## src/rtl/csr_regfile_if.sv

```systemverilog
// csr_regfile_if: EX-stage Zicsr access port plus the trap-controller (CLINT) write port.
//   ex_csr_addr/we/op/src : EX read/write request, ex_csr_rdata/ex_csr_illegal : combinational response
//   clint_we/wa/wd        : trap-controller raw write port
interface csr_regfile_if;
    logic [11:0] ex_csr_addr;
    logic        ex_csr_we;
    logic [1:0]  ex_csr_op;
    logic [31:0] ex_csr_src;
    logic [31:0] ex_csr_rdata;
    logic        ex_csr_illegal;
    logic        clint_we;
    logic [11:0] clint_wa;
    logic [31:0] clint_wd;
    modport master (
        output ex_csr_addr, ex_csr_we, ex_csr_op, ex_csr_src, clint_we, clint_wa, clint_wd,
        input  ex_csr_rdata, ex_csr_illegal
    );
    modport slave (
        input  ex_csr_addr, ex_csr_we, ex_csr_op, ex_csr_src, clint_we, clint_wa, clint_wd,
        output ex_csr_rdata, ex_csr_illegal
    );
endinterface

```

## src/rtl/csr_regfile.sv

```systemverilog
// csr_regfile: machine-mode CSR file with EX Zicsr access, trap-controller write port and 64-bit counters.
//   clk, rst                 : clock, asynchronous active-high reset
//   bus (slave)              : EX access and CLINT write port
//   interrupt_flag           : raw interrupt sources mirrored into mip
//   instr_retire             : one instruction retired this cycle
//   csr_mtvec/mepc/mstatus   : registered CSR values for the trap controller
//   interrupt_enable         : mstatus.MIE
module csr_regfile #(
    parameter logic [31:0] MTVEC_RST = 32'h0000_0000,
    parameter logic [31:0] HARTID    = 32'd0
) (
    input  logic              clk,
    input  logic              rst,
    csr_regfile_if.slave      bus,
    input  logic [7:0]        interrupt_flag,
    input  logic              instr_retire,
    output logic [31:0]       csr_mtvec,
    output logic [31:0]       csr_mepc,
    output logic [31:0]       csr_mstatus,
    output logic              interrupt_enable
);
    logic [31:0] mstatus_q, mstatus_d, mie_q, mie_d, mtvec_q, mtvec_d;
    logic [31:0] mscratch_q, mscratch_d, mepc_q, mepc_d, mcause_q, mcause_d;
    logic [63:0] mcycle_q, mcycle_d, minstret_q, minstret_d;
    logic [31:0] raw, ex_wd;
    logic        hit, ex_wr;
    logic [11:0] ca, ea;
    logic [32:0] w_ms, w_mie, w_tv, w_sc, w_ep, w_mc, w_cl, w_ch, w_il, w_ih;

    // Idle ports present address 0, which matches no CSR; CLINT takes priority on a collision.
    function automatic logic [32:0] wsel(input logic [11:0] a, input logic [11:0] c, input logic [11:0] e,
                                         input logic [31:0] cd, input logic [31:0] ed);
        wsel = (c == a) ? {1'b1, cd} : (e == a) ? {1'b1, ed} : 33'd0;
    endfunction

    always_comb begin
        raw = '0;
        hit = 1'b1;
        case (bus.ex_csr_addr)
            12'h300: raw = mstatus_q | 32'h0000_1800;
            12'h304: raw = mie_q;
            12'h305: raw = mtvec_q;
            12'h340: raw = mscratch_q;
            12'h341: raw = mepc_q;
            12'h342: raw = mcause_q;
            12'h344: raw = {24'd0, interrupt_flag};
            12'hB00, 12'hC00: raw = mcycle_q[31:0];
            12'hB80, 12'hC80: raw = mcycle_q[63:32];
            12'hB02, 12'hC02: raw = minstret_q[31:0];
            12'hB82, 12'hC82: raw = minstret_q[63:32];
            12'hF14: raw = HARTID;
            default: hit = 1'b0;
        endcase
    end

    assign bus.ex_csr_illegal = !hit || (bus.ex_csr_we && bus.ex_csr_addr[11:10] == 2'b11);
    assign bus.ex_csr_rdata   = bus.ex_csr_illegal ? 32'd0 : raw;
    assign ex_wr = bus.ex_csr_we && bus.ex_csr_op != 2'b00 && !bus.ex_csr_illegal;
    assign ex_wd = bus.ex_csr_op == 2'b01 ? bus.ex_csr_src :
                   bus.ex_csr_op == 2'b10 ? raw | bus.ex_csr_src : raw & ~bus.ex_csr_src;
    assign ca = bus.clint_we ? bus.clint_wa : 12'h000;
    assign ea = ex_wr ? bus.ex_csr_addr : 12'h000;

    assign w_ms  = wsel(12'h300, ca, ea, bus.clint_wd, ex_wd);
    assign w_mie = wsel(12'h304, ca, ea, bus.clint_wd, ex_wd);
    assign w_tv  = wsel(12'h305, ca, ea, bus.clint_wd, ex_wd);
    assign w_sc  = wsel(12'h340, ca, ea, bus.clint_wd, ex_wd);
    assign w_ep  = wsel(12'h341, ca, ea, bus.clint_wd, ex_wd);
    assign w_mc  = wsel(12'h342, ca, ea, bus.clint_wd, ex_wd);
    assign w_cl  = wsel(12'hB00, ca, ea, bus.clint_wd, ex_wd);
    assign w_ch  = wsel(12'hB80, ca, ea, bus.clint_wd, ex_wd);
    assign w_il  = wsel(12'hB02, ca, ea, bus.clint_wd, ex_wd);
    assign w_ih  = wsel(12'hB82, ca, ea, bus.clint_wd, ex_wd);

    always_comb begin
        mstatus_d  = w_ms[32]  ? w_ms[31:0] & 32'h0000_0088 : mstatus_q;
        mie_d      = w_mie[32] ? w_mie[31:0] & 32'h0000_00FF : mie_q;
        mtvec_d    = w_tv[32]  ? w_tv[31:0] & ~32'd3 : mtvec_q;
        mscratch_d = w_sc[32]  ? w_sc[31:0] : mscratch_q;
        mepc_d     = w_ep[32]  ? w_ep[31:0] & ~32'd3 : mepc_q;
        mcause_d   = w_mc[32]  ? w_mc[31:0] : mcause_q;
        // A write to either half suppresses that counter's increment for the cycle.
        mcycle_d   = (w_cl[32] || w_ch[32]) ?
                     {w_ch[32] ? w_ch[31:0] : mcycle_q[63:32], w_cl[32] ? w_cl[31:0] : mcycle_q[31:0]} :
                     mcycle_q + 64'd1;
        minstret_d = (w_il[32] || w_ih[32]) ?
                     {w_ih[32] ? w_ih[31:0] : minstret_q[63:32], w_il[32] ? w_il[31:0] : minstret_q[31:0]} :
                     minstret_q + {63'd0, instr_retire};
    end

    always_ff @(posedge clk or posedge rst) begin
        if (rst) begin
            mstatus_q  <= '0;
            mie_q      <= '0;
            mtvec_q    <= {MTVEC_RST[31:2], 2'b00};
            mscratch_q <= '0;
            mepc_q     <= '0;
            mcause_q   <= '0;
            mcycle_q   <= '0;
            minstret_q <= '0;
        end else begin
            mstatus_q  <= mstatus_d;
            mie_q      <= mie_d;
            mtvec_q    <= mtvec_d;
            mscratch_q <= mscratch_d;
            mepc_q     <= mepc_d;
            mcause_q   <= mcause_d;
            mcycle_q   <= mcycle_d;
            minstret_q <= minstret_d;
        end
    end

    assign csr_mtvec        = mtvec_q;
    assign csr_mepc         = mepc_q;
    assign csr_mstatus      = mstatus_q | 32'h0000_1800;
    assign interrupt_enable = mstatus_q[3];
endmodule

```

## src/flat_wrapper.sv

```systemverilog
// flat-port wrapper written by rule: the top's interface ports become plain ports
module csr_regfile_flat 
#(
    parameter logic [31:0] MTVEC_RST = 32'h0000_0000,
    parameter logic [31:0] HARTID    = 32'd0
)
  (clk, rst, interrupt_flag, instr_retire, csr_mtvec, csr_mepc, csr_mstatus, interrupt_enable, bus_ex_csr_addr, bus_ex_csr_we, bus_ex_csr_op, bus_ex_csr_src, bus_clint_we, bus_clint_wa, bus_clint_wd, bus_ex_csr_rdata, bus_ex_csr_illegal);
  csr_regfile_if bus_i ();
  input  logic clk;
  input  logic rst;
  input  logic [7:0] interrupt_flag;
  input  logic instr_retire;
  output logic [31:0] csr_mtvec;
  output logic [31:0] csr_mepc;
  output logic [31:0] csr_mstatus;
  output logic interrupt_enable;
  input wire logic [$bits(bus_i.ex_csr_addr)-1:0] bus_ex_csr_addr;
  input wire logic [$bits(bus_i.ex_csr_we)-1:0] bus_ex_csr_we;
  input wire logic [$bits(bus_i.ex_csr_op)-1:0] bus_ex_csr_op;
  input wire logic [$bits(bus_i.ex_csr_src)-1:0] bus_ex_csr_src;
  input wire logic [$bits(bus_i.clint_we)-1:0] bus_clint_we;
  input wire logic [$bits(bus_i.clint_wa)-1:0] bus_clint_wa;
  input wire logic [$bits(bus_i.clint_wd)-1:0] bus_clint_wd;
  output wire logic [$bits(bus_i.ex_csr_rdata)-1:0] bus_ex_csr_rdata;
  output wire logic [$bits(bus_i.ex_csr_illegal)-1:0] bus_ex_csr_illegal;
  assign bus_i.ex_csr_addr = bus_ex_csr_addr;
  assign bus_i.ex_csr_we = bus_ex_csr_we;
  assign bus_i.ex_csr_op = bus_ex_csr_op;
  assign bus_i.ex_csr_src = bus_ex_csr_src;
  assign bus_i.clint_we = bus_clint_we;
  assign bus_i.clint_wa = bus_clint_wa;
  assign bus_i.clint_wd = bus_clint_wd;
  assign bus_ex_csr_rdata = bus_i.ex_csr_rdata;
  assign bus_ex_csr_illegal = bus_i.ex_csr_illegal;
  csr_regfile #(.MTVEC_RST(MTVEC_RST), .HARTID(HARTID)) u_core (.clk(clk), .rst(rst), .bus(bus_i), .interrupt_flag(interrupt_flag), .instr_retire(instr_retire), .csr_mtvec(csr_mtvec), .csr_mepc(csr_mepc), .csr_mstatus(csr_mstatus), .interrupt_enable(interrupt_enable));
endmodule
```

## config.mk

```make
export PLATFORM = sky130hd
export DESIGN_NAME = csr_regfile_flat
export DESIGN_NICKNAME = d
export VERILOG_FILES = /design/src/rtl/csr_regfile_if.sv /design/src/rtl/csr_regfile.sv /design/src/flat_wrapper.sv
export SDC_FILE = /design/constraint.sdc
export NUM_CORES = 1
export LEC_CHECK = 0
export CELL_PAD_IN_SITES_DETAIL_PLACEMENT = 1
export CELL_PAD_IN_SITES_GLOBAL_PLACEMENT = 2
export CORE_AREA = 4 4 204 286
export DETAILED_ROUTE_END_ITERATION = 8
export DIE_AREA = 0 0 208 290
export PLACE_DENSITY = 0.81
export SETUP_SLACK_MARGIN = 0.3
export SYNTH_ARGS = -nofsm -noshare
export SYNTH_HDL_FRONTEND = slang
export SYNTH_SLANG_ARGS = --single-unit
```

## constraint.sdc

```tcl
create_clock -name clk -period 12.8 [get_ports clk]
set_input_delay 3.2 -clock clk [delete_from_list [all_inputs] [get_ports clk]]
set_output_delay 3.2 -clock clk [all_outputs]
set_load 0.05 [all_outputs]
```

* Word level (Yosys, flattened, before mapping)
Cells that the tools add are included.
Word-level totals: output and inout bits 130, word-level logic and storage cells 105, bits in registers 262
Cells by class: muxes and demuxes 33, bitwise logic cells 3, reduce and logical (&&, ||, !) cells 14, equal/unequal tests 43, add/subtract/negate cells 2
Operator list (number):
- $mux 33 | 20
- $pmux 32 s11 | 1
- $eq 12x10->1 const B | 19
- $mux 32 | 7
- $eq 12x12->1 const B | 17
- $mux 64 | 2
- $add 64x1->64 | 1
- $add 64x1->64 const B | 1
- $and 32x32->32 | 1
- $not 32->32 | 1
- $or 32x32->32 | 1
- $mux 12 | 2
- $reduce_or 16->1 | 1
- $ne 2x1->1 const B | 4
- $reduce_or 2->1 | 4
- $eq 2x2->1 const B | 2
- $logic_and 1x1->1 | 3
- $logic_or 1x1->1 | 3
- $eq 2x1->1 const B | 1
- $logic_not 1->1 | 2
- $reduce_bool 2->1 | 1
- $mux 1 | 1

* Longest topological paths before layout
Gate-level depths: netlist of run 1.
depth after elaboration 13, depth in mapped cells 11

* Least setup slack after synthesis of run 1
No wires, ideal clock.
kind in2out, start point input port bus_ex_csr_addr[4], end point output port bus_ex_csr_rdata[16], path buffers 3, stages on the path 10, required time 9600 ps, arrival 6111 ps, setup slack 3489 ps, path through buf_6 > or4b_2 > buf_2 > nor2_2 > a21oi_1 > o21ai_0 > a21oi_1 > a31o_2 > clkbuf_1 > nor2_1
Between the ends: longest elaborated chain between the ends 6, elaborated cells on any way between the ends 26
Ends and longest elaborated chain:
- start: declaration | RTL line flat_wrapper.sv:17 | input wire logic [$bits(bus_i.ex_csr_addr)-1:0] bus_ex_csr_addr;
- $eq 12x10->1 / $eq 12x12->1 (equally long branches) | RTL line csr_regfile.sv:39 | case (bus.ex_csr_addr)
- $reduce_or 16->1 (no source line) (*)
- $mux 1 (*) | RTL line csr_regfile.sv:39
- $logic_not 1->1 (*) | RTL line csr_regfile.sv:56 | assign bus.ex_csr_illegal = !hit || (bus.ex_csr_we && bus.ex_csr_addr[11:10] == 2'b11);
- $logic_or 1x1->1 (*) | RTL line csr_regfile.sv:56
- via bus_ex_csr_illegal | RTL line flat_wrapper.sv:25 | output wire logic [$bits(bus_i.ex_csr_illegal)-1:0] bus_ex_csr_illegal;
- $mux 32 (*) | RTL line csr_regfile.sv:57 | assign bus.ex_csr_rdata = bus.ex_csr_illegal ? 32'd0 : raw;
- end: declaration | RTL line flat_wrapper.sv:24 | output wire logic [$bits(bus_i.ex_csr_rdata)-1:0] bus_ex_csr_rdata;
Mark *: on every way through the listed nets, which the timed path passes. The rest lies on a longest branch.

* Final worst setup path of run 1
start point input port bus_ex_csr_addr[0], end point output port bus_ex_csr_rdata[12]
Between the ends: longest elaborated chain between the ends 6, elaborated cells on any way between the ends 26
Ends and longest elaborated chain (RTL line):
- $eq 12x10->1 / $eq 12x12->1 (equally long branches) | csr_regfile.sv:39
- $reduce_or 16->1 (no source line)
- $mux 1 | csr_regfile.sv:39
- $logic_not 1->1 | csr_regfile.sv:56
- $logic_or 1x1->1 | csr_regfile.sv:56
- $mux 32 (*) | csr_regfile.sv:57
Every way passes the cells marked *; elsewhere a longest branch is shown, timed or not.

==> results.yml, run 1 <==
synth:
  avgSynthCellArea_um2: 8.15
  ys_seq_elements: 262
  synth.distinct_cells: 95
  ys_warn_count: 0
  synthCells: 2306
  synth-edff-count: 0
  ys.flop_type: "dfrtp_1"
  synth_most_common_cell: "dfrtp_1"
  yosysTopAreaCellShare_pct: 34.9
  yosys-top-cells-area: "dfrtp_1 35%, a22oi_1 5.2%, a21oi_1 5.1%"
  syn-cell-area_um2: 18800
  async_reset_ff_share_pct: 100
  ys_seq_area_share_pct: 34.9
  synth_common_cells: "262 x dfrtp_1, 220 x nand2_1, 201 x nor2_1"
  synth.largest_area_cell: "dfrtp_1"
timing:
  min_period_ns: 10.89
  setup_viol: 0
  max_slew_margin_pct: 11.8
  skew_ns: 0.0168
  fmax_mhz: 91.8
  final-max-slew-violation-count: 0
  setup_tns_ns: 0
  layout_setup_ws_ns: 1.91
  holdWs_ns: 0.514
  worstMarginPinSlew_ns: 1.32
  rsz0062_at_grt: "false"
  period_share_pct: 85.1
  hold_viol_final: 0
placement:
  place_congestion: 1.04
  portBuffers: 198
  dp_hpwl_mm: 88.9
  place_ws_ns: 2.00
clock_tree:
  clk_latency_ns: 0.61
  cts_num_sinks: 262
  clk_pin_slew_ns: 0.06
  cts_hold_buf: 0
  post_cts_buffers: 0
  ctsResizeCount: 0
  cts.htree.levels: 1
  ctsLongestPathBuffers: 3
  tritoncts: "done"
  root_buffer: "clkbuf_16"
  numCtsBuffers: 31
die:
  die-width_um: 208
  die_area_um2: 60300
  core_area_um2: 55900
  io-pin-count: 233
  start_util_pct: 33.6
  rows: 103
  die_y_um: 290
cells_and_area:
  drive_gt1_share_pct: 8.16
  utilization_pct: 40.1
  areaGrowthSynthToFinish_pct: 19.4
  fillCellCount: 6673
  fin_nets: 2527
  antenna_cells: 0
worst_setup_path:
  worstPathArrival_ns: 7.69
  critical_path_class: "primary input to output pin"
  crit_buf_inv: 2
  worstPathRequired_ns: 9.60
  cpMaxStageDelayCell: "or4_1"
  cp_slowest_stage_delay_ns: 1.14
  end_kind: "output pin"
  critPathTopFamily: "simple AND/OR/NAND/NOR gates"
  start_kind: "primary input"
  crit_fanout: 19
  crit_chain: "clkdlybuf4s50_1 > or4_1 > a211oi_1 > and2_1 > a211oi_1 > nor2b_1 > nor2_1 > clkdlybuf4s50_1"
run:
  maxCapViolCount: 0
detailed_routing:
  drc: 0
  firstDrtPassIters: 8
  vias_per_cell: 6.88
  drt_iter0_drc: 2675
  finalWirelength_mm: 118
  drtAntennaViolNets: 0
  num_vias: 21851
  post_drt_wl_per_cell_um: 37.1
grt:
  grt_max_degree: 73
  grt_pass1_wl_mm: 166
  track_usage_pct: 37.2
  grt_pass1_vias: 22181
  grt_overflow_total: 0
  antenna_found_initial: 5
pwr:
  peakVddDrop_mv: 0.115
  power_density_nw_per_um2: 101
  leakagePower_nw: 8.44
outcome:
  run_status: "finished, final reports clean"
hold_path:
  hold_path_class: "flop to flop"
worst min-delay path, delay by kind of cell, from the launching register on:
kind | cells | cell delay, ns
flops | 1 | 0.35
compound gates | 2 | 0.13
report_power, final:
group | leakage [nW] | switching, W | internal [W]
logic | 4.46 | 0.000254 | 0.000117
registers | 3.49 | 0.0000664 | 0.000863
clock network | 0.492 | 0.000414 | 0.000557
total | 8.44 | 0.000734 | 0.00154
metal layers:
| layer | up-vias | track usage [%] | routed length (µm) | part of all wire, % |
|---|---|---|---|---|
| met5 | - | 0 | 0 | 0 |
| met4 | 0 | 28.9 | 11900 | 10 |
| met3 | 506 | 7.54 | 11000 | 9.3 |
| met2 | 1494 | 59.3 | 53500 | 45 |
| met1 | 11046 | 43.6 | 41400 | 35 |
| li1 | 8805 | - | - | - |
cells by family after synthesis:
| logic type | synth area share (%) |
|---|---|
| AOI/OAI and AO/OA | 26.7 |
| xor gates and xnor gates | 6.01 |
| adders and majority gates | 0.200 |
| buffers and inverters | 6.03 |
| DFF | 34.9 |
| muxes | 3.86 |
| other | 0.0399 |
| and+or+nand+nor | 22.3 |
stage by stage:
step	area (µm²)	cells	power, W
after global routing	22400	3174	0.00231
after detailed placement	21400	3123	0.00130
after global placement	21400	3123	0.00129
after floorplan	18900	2338	0.00112
after CTS	22400	3174	0.00225
final	22400	3174	0.00227
flip-flops by register name, indices dropped and copies added, names as in the netlist:
| register | cells |
|---|---|
| u_core.csr_mepc | 30 |
| u_core.csr_mtvec | 30 |
| u_core.mcause_q | 32 |
| u_core.mcycle_q | 64 |
| u_core.mie_q | 8 |
| u_core.minstret_q | 64 |
| u_core.mscratch_q | 32 |
| u_core.mstatus_q | 2 |
layout by cell type (no fill, tap or decap), types with 18 or more instances in the layout:
master / Yosys / layout
a211oi_1: 19 / 19
nand2_1: 220 / 220
nor4_1: 41 / 39
mux2i_1: 50 / 50
a31oi_1: 23 / 23
nand4_1: 70 / 70
o22ai_1: 52 / 52
clkdlybuf4s50_1: 0 / 194
xnor2_1: 84 / 84
inv_1: 32 / 31
nand3_1: 86 / 86
nor2_1: 201 / 196
conb_1: 2 / 34
o21ai_0: 177 / 176
and3_1: 32 / 32
a221oi_1: 18 / 18
a22o_1: 24 / 24
dfrtp_1: 262 / 262
xor2_1: 45 / 45
a21oi_1: 191 / 190
clkbuf_16: 0 / 31
buf_4: 39 / 65
nor3_1: 59 / 58
a22oi_1: 129 / 129
area by class of cell:
class	instances	area (µm²)	area share, %
multi-input cells	1831	11400	50.6
repair buffers	263	2450	10.9
flip-flops and latches	262	6560	29.2
well taps	735	920	4.10
clock buffers	39	836	3.72
clock inverters	12	195	0.870
inverters	32	128	0.569
final timing paths:
check / start / slack, ns / depth (start not counted) / to
setup / recovery: bus_ex_csr_addr[0] / 1.91 / 8 / bus_ex_csr_rdata[12]
hold / removal: u_core.mcause_q[20] / 0.51 / 2 / u_core.mcause_q[20]
setup reg to reg: u_core.minstret_q[0] / 9.07 / 10 / u_core.minstret_q[32]
hold reg to reg: u_core.mcause_q[20] / 0.51 / 2 / u_core.mcause_q[20]
max in group asynchronous: rst / 8.20 / 3 / u_core.mcycle_q[6]
min in group asynchronous: rst / 3.04 / 2 / u_core.mcycle_q[25]
No activity file was read; power rests on OpenSTA's default activity.
==> run 2: changes to the inputs <==
Settings changed: CTS_CLUSTER_DIAMETER from default to 100.
==> results of run 2 <==
No change in the layout: final DEF, timing and power equal those of run 1.
==> run 3: changes to the inputs <==
Settings changed: CORE_AREA 4 4 204 286 to 4 4 196 274, DIE_AREA 0 0 208 290 to 0 0 200 278, MAX_ROUTING_LAYER from default to met4, PLACE_DENSITY 0.81 to 0.87.
Clock period 12.8 ns to 12.95 ns, I/O delays scaled along.
==> run 3 against run 2 <==
Cell count shrank 2.2%. Hold slack worse by 0.014 ns. Non-clock buffer count rose by 4. Flip-flop and latch count did not move. Combinational power barely moved. First-iteration DRC count fell by 2.3%.
==> results.yml, run 3 (same netlist as run 1, synthesis figures left out) <==
outcome:
  run_status: "finished, final reports clean"
cells_and_area:
  final_common_cell: "dfrtp_1"
  areaGrowthSynthToFinish_pct: 19.5
  drive_gt1_share_pct: 8.73
  fillCellCount: 6050
  utilization_pct: 44.0
  fin_nets: 2531
  final_cell_mix: "262 x dfrtp_1, 220 x nand2_1, 195 x nor2_1"
  top_regs: "u_core.mcycle_q: 64 flops, u_core.minstret_q: 64 flops"
  final_area_um2: 22500
die:
  die-width_um: 200
  start_util_pct: 36.8
  io-pin-count: 233
  die_area_um2: 55600
  rows: 98
  core_area_um2: 51100
  die_y_um: 278
grt:
  grt_max_degree: 140
  antenna_found_initial: 4
  track_usage_pct: 43.3
  grt_pass1_wl_mm: 168
  grt_overflow_total: 0
  grt_pass1_vias: 22287
placement:
  place_ws_ns: 2.28
  dp_hpwl_mm: 90.9
  placed_area_um2: 21300
  portBuffers: 198
  place_congestion: 1.04
pwr:
  power_frac_comb_pct: 16.1
  power_density_nw_per_um2: 102
  p_int_w: 0.00155
  switchingPower_w: 0.000747
  peakVddDrop_mv: 0.106
  leakagePower_nw: 8.51
  clockPowerShare_pct: 43.9
  p_sw_share_pct: 32.5
  seqPwrFrac_pct: 40.0
clock_tree:
  tritoncts: "done"
  cts_hold_buf: 0
  cts_num_sinks: 262
  clk_pin_slew_ns: 0.07
  numCtsBuffers: 31
  post_cts_buffers: 0
  ctsLongestPathBuffers: 3
  root_buffer: "clkbuf_16"
  clk_latency_ns: 0.62
  ctsResizeCount: 0
  cts.htree.levels: 1
worst_setup_path:
  worstPathArrival_ns: 7.46
  end_kind: "output pin"
  start_kind: "primary input"
  worstPathRequired_ns: 9.71
  crit_fanout: 33
  critical_path_class: "primary input to output pin"
timing:
  final-max-slew-violation-count: 0
  rsz0062_at_grt: "false"
  holdWs_ns: 0.500
  setup_tns_ns: 0
  period_share_pct: 82.6
  min_period_ns: 10.70
  layout_setup_ws_ns: 2.25
  setup_viol: 0
  worstMarginPinSlew_ns: 1.44
  max_slew_margin_pct: 3.80
  hold_viol_final: 0
  skew_ns: 0.0162
  fmax_mhz: 93.5
detailed_routing:
  firstDrtPassIters: 6
  drt_iter0_drc: 2613
  vias_per_cell: 7.06
  finalWirelength_mm: 121
  drtAntennaViolNets: 0
  drc: 0
  post_drt_wl_per_cell_um: 38.9
  num_vias: 21928
run:
  maxCapViolCount: 0
hold_path:
  hold_path_class: "flop to flop"
[run 3: final timing paths]
kind | startpoint | endpoint | cells after the start | slack [ns]
worst max-delay path | bus_ex_csr_addr[4] | bus_ex_csr_rdata[10] | 9 | 2.25
worst min-delay path | u_core.mscratch_q[18] | u_core.mscratch_q[18] | 2 | 0.50
worst max register to register | u_core.minstret_q[6] | u_core.minstret_q[46] | 7 | 8.97
worst min register to register | u_core.mscratch_q[18] | u_core.mscratch_q[18] | 2 | 0.50
max in group asynchronous | rst | u_core.mcause_q[4] | 3 | 8.26
min in group asynchronous | rst | u_core.mcycle_q[31] | 2 | 3.19
[run 3: stage by stage]
| step | instances | total power [W] |
|---|---|---|
| 2_1_floorplan | 2338 | 0.00111 |
| 3_3_place_gp | 3042 | 0.00128 |
| 3_5_place_dp | 3042 | 0.00129 |
| 4_1_cts | 3100 | 0.00228 |
| 5_1_grt | 3102 | 0.00234 |
| 6_report | 3104 | 0.00230 |
[run 3: layout make-up]
class,instances,area (µm²),area share [%]
flip-flops and latches,262,6560,29.2
repair buffers,267,2490,11.1
multi-input cells,1831,11400,50.5
clock inverters,23,294,1.31
well taps,650,813,3.62
clock buffers,35,831,3.70
diodes,4,10.0,0.0445
inverters,32,128,0.568
[run 3: power by group through the flow]
stage	clock network (W)	logic, W	registers, W
after global placement	0	0.000351	0.000928
after CTS	0.00101	0.000360	0.000914
final	0.00101	0.000371	0.000919
after detailed placement	0	0.000359	0.000928
after global routing	0.00104	0.000385	0.000918
after floorplan	0	0.000201	0.000907
[run 3: routing by layer]
metal,global-route usage (%),vias up,part of all wire (%)
met5,-,-,0
met1,49.5,11029,35
met2,65.6,1537,46
met4,33.7,0,10
li1,-,8820,-
met3,8.78,542,9.1
[run 3: worst max-delay path: stages]
cell and delay, ns:
clkdlybuf4s50_1 0.60, or4b_2 0.92, nor2_2 0.45, a21oi_1 0.12, o21ai_0 0.18, a21oi_1 0.09
a31o_2 0.52, a31oi_1 0.43, clkdlybuf4s50_1 0.88
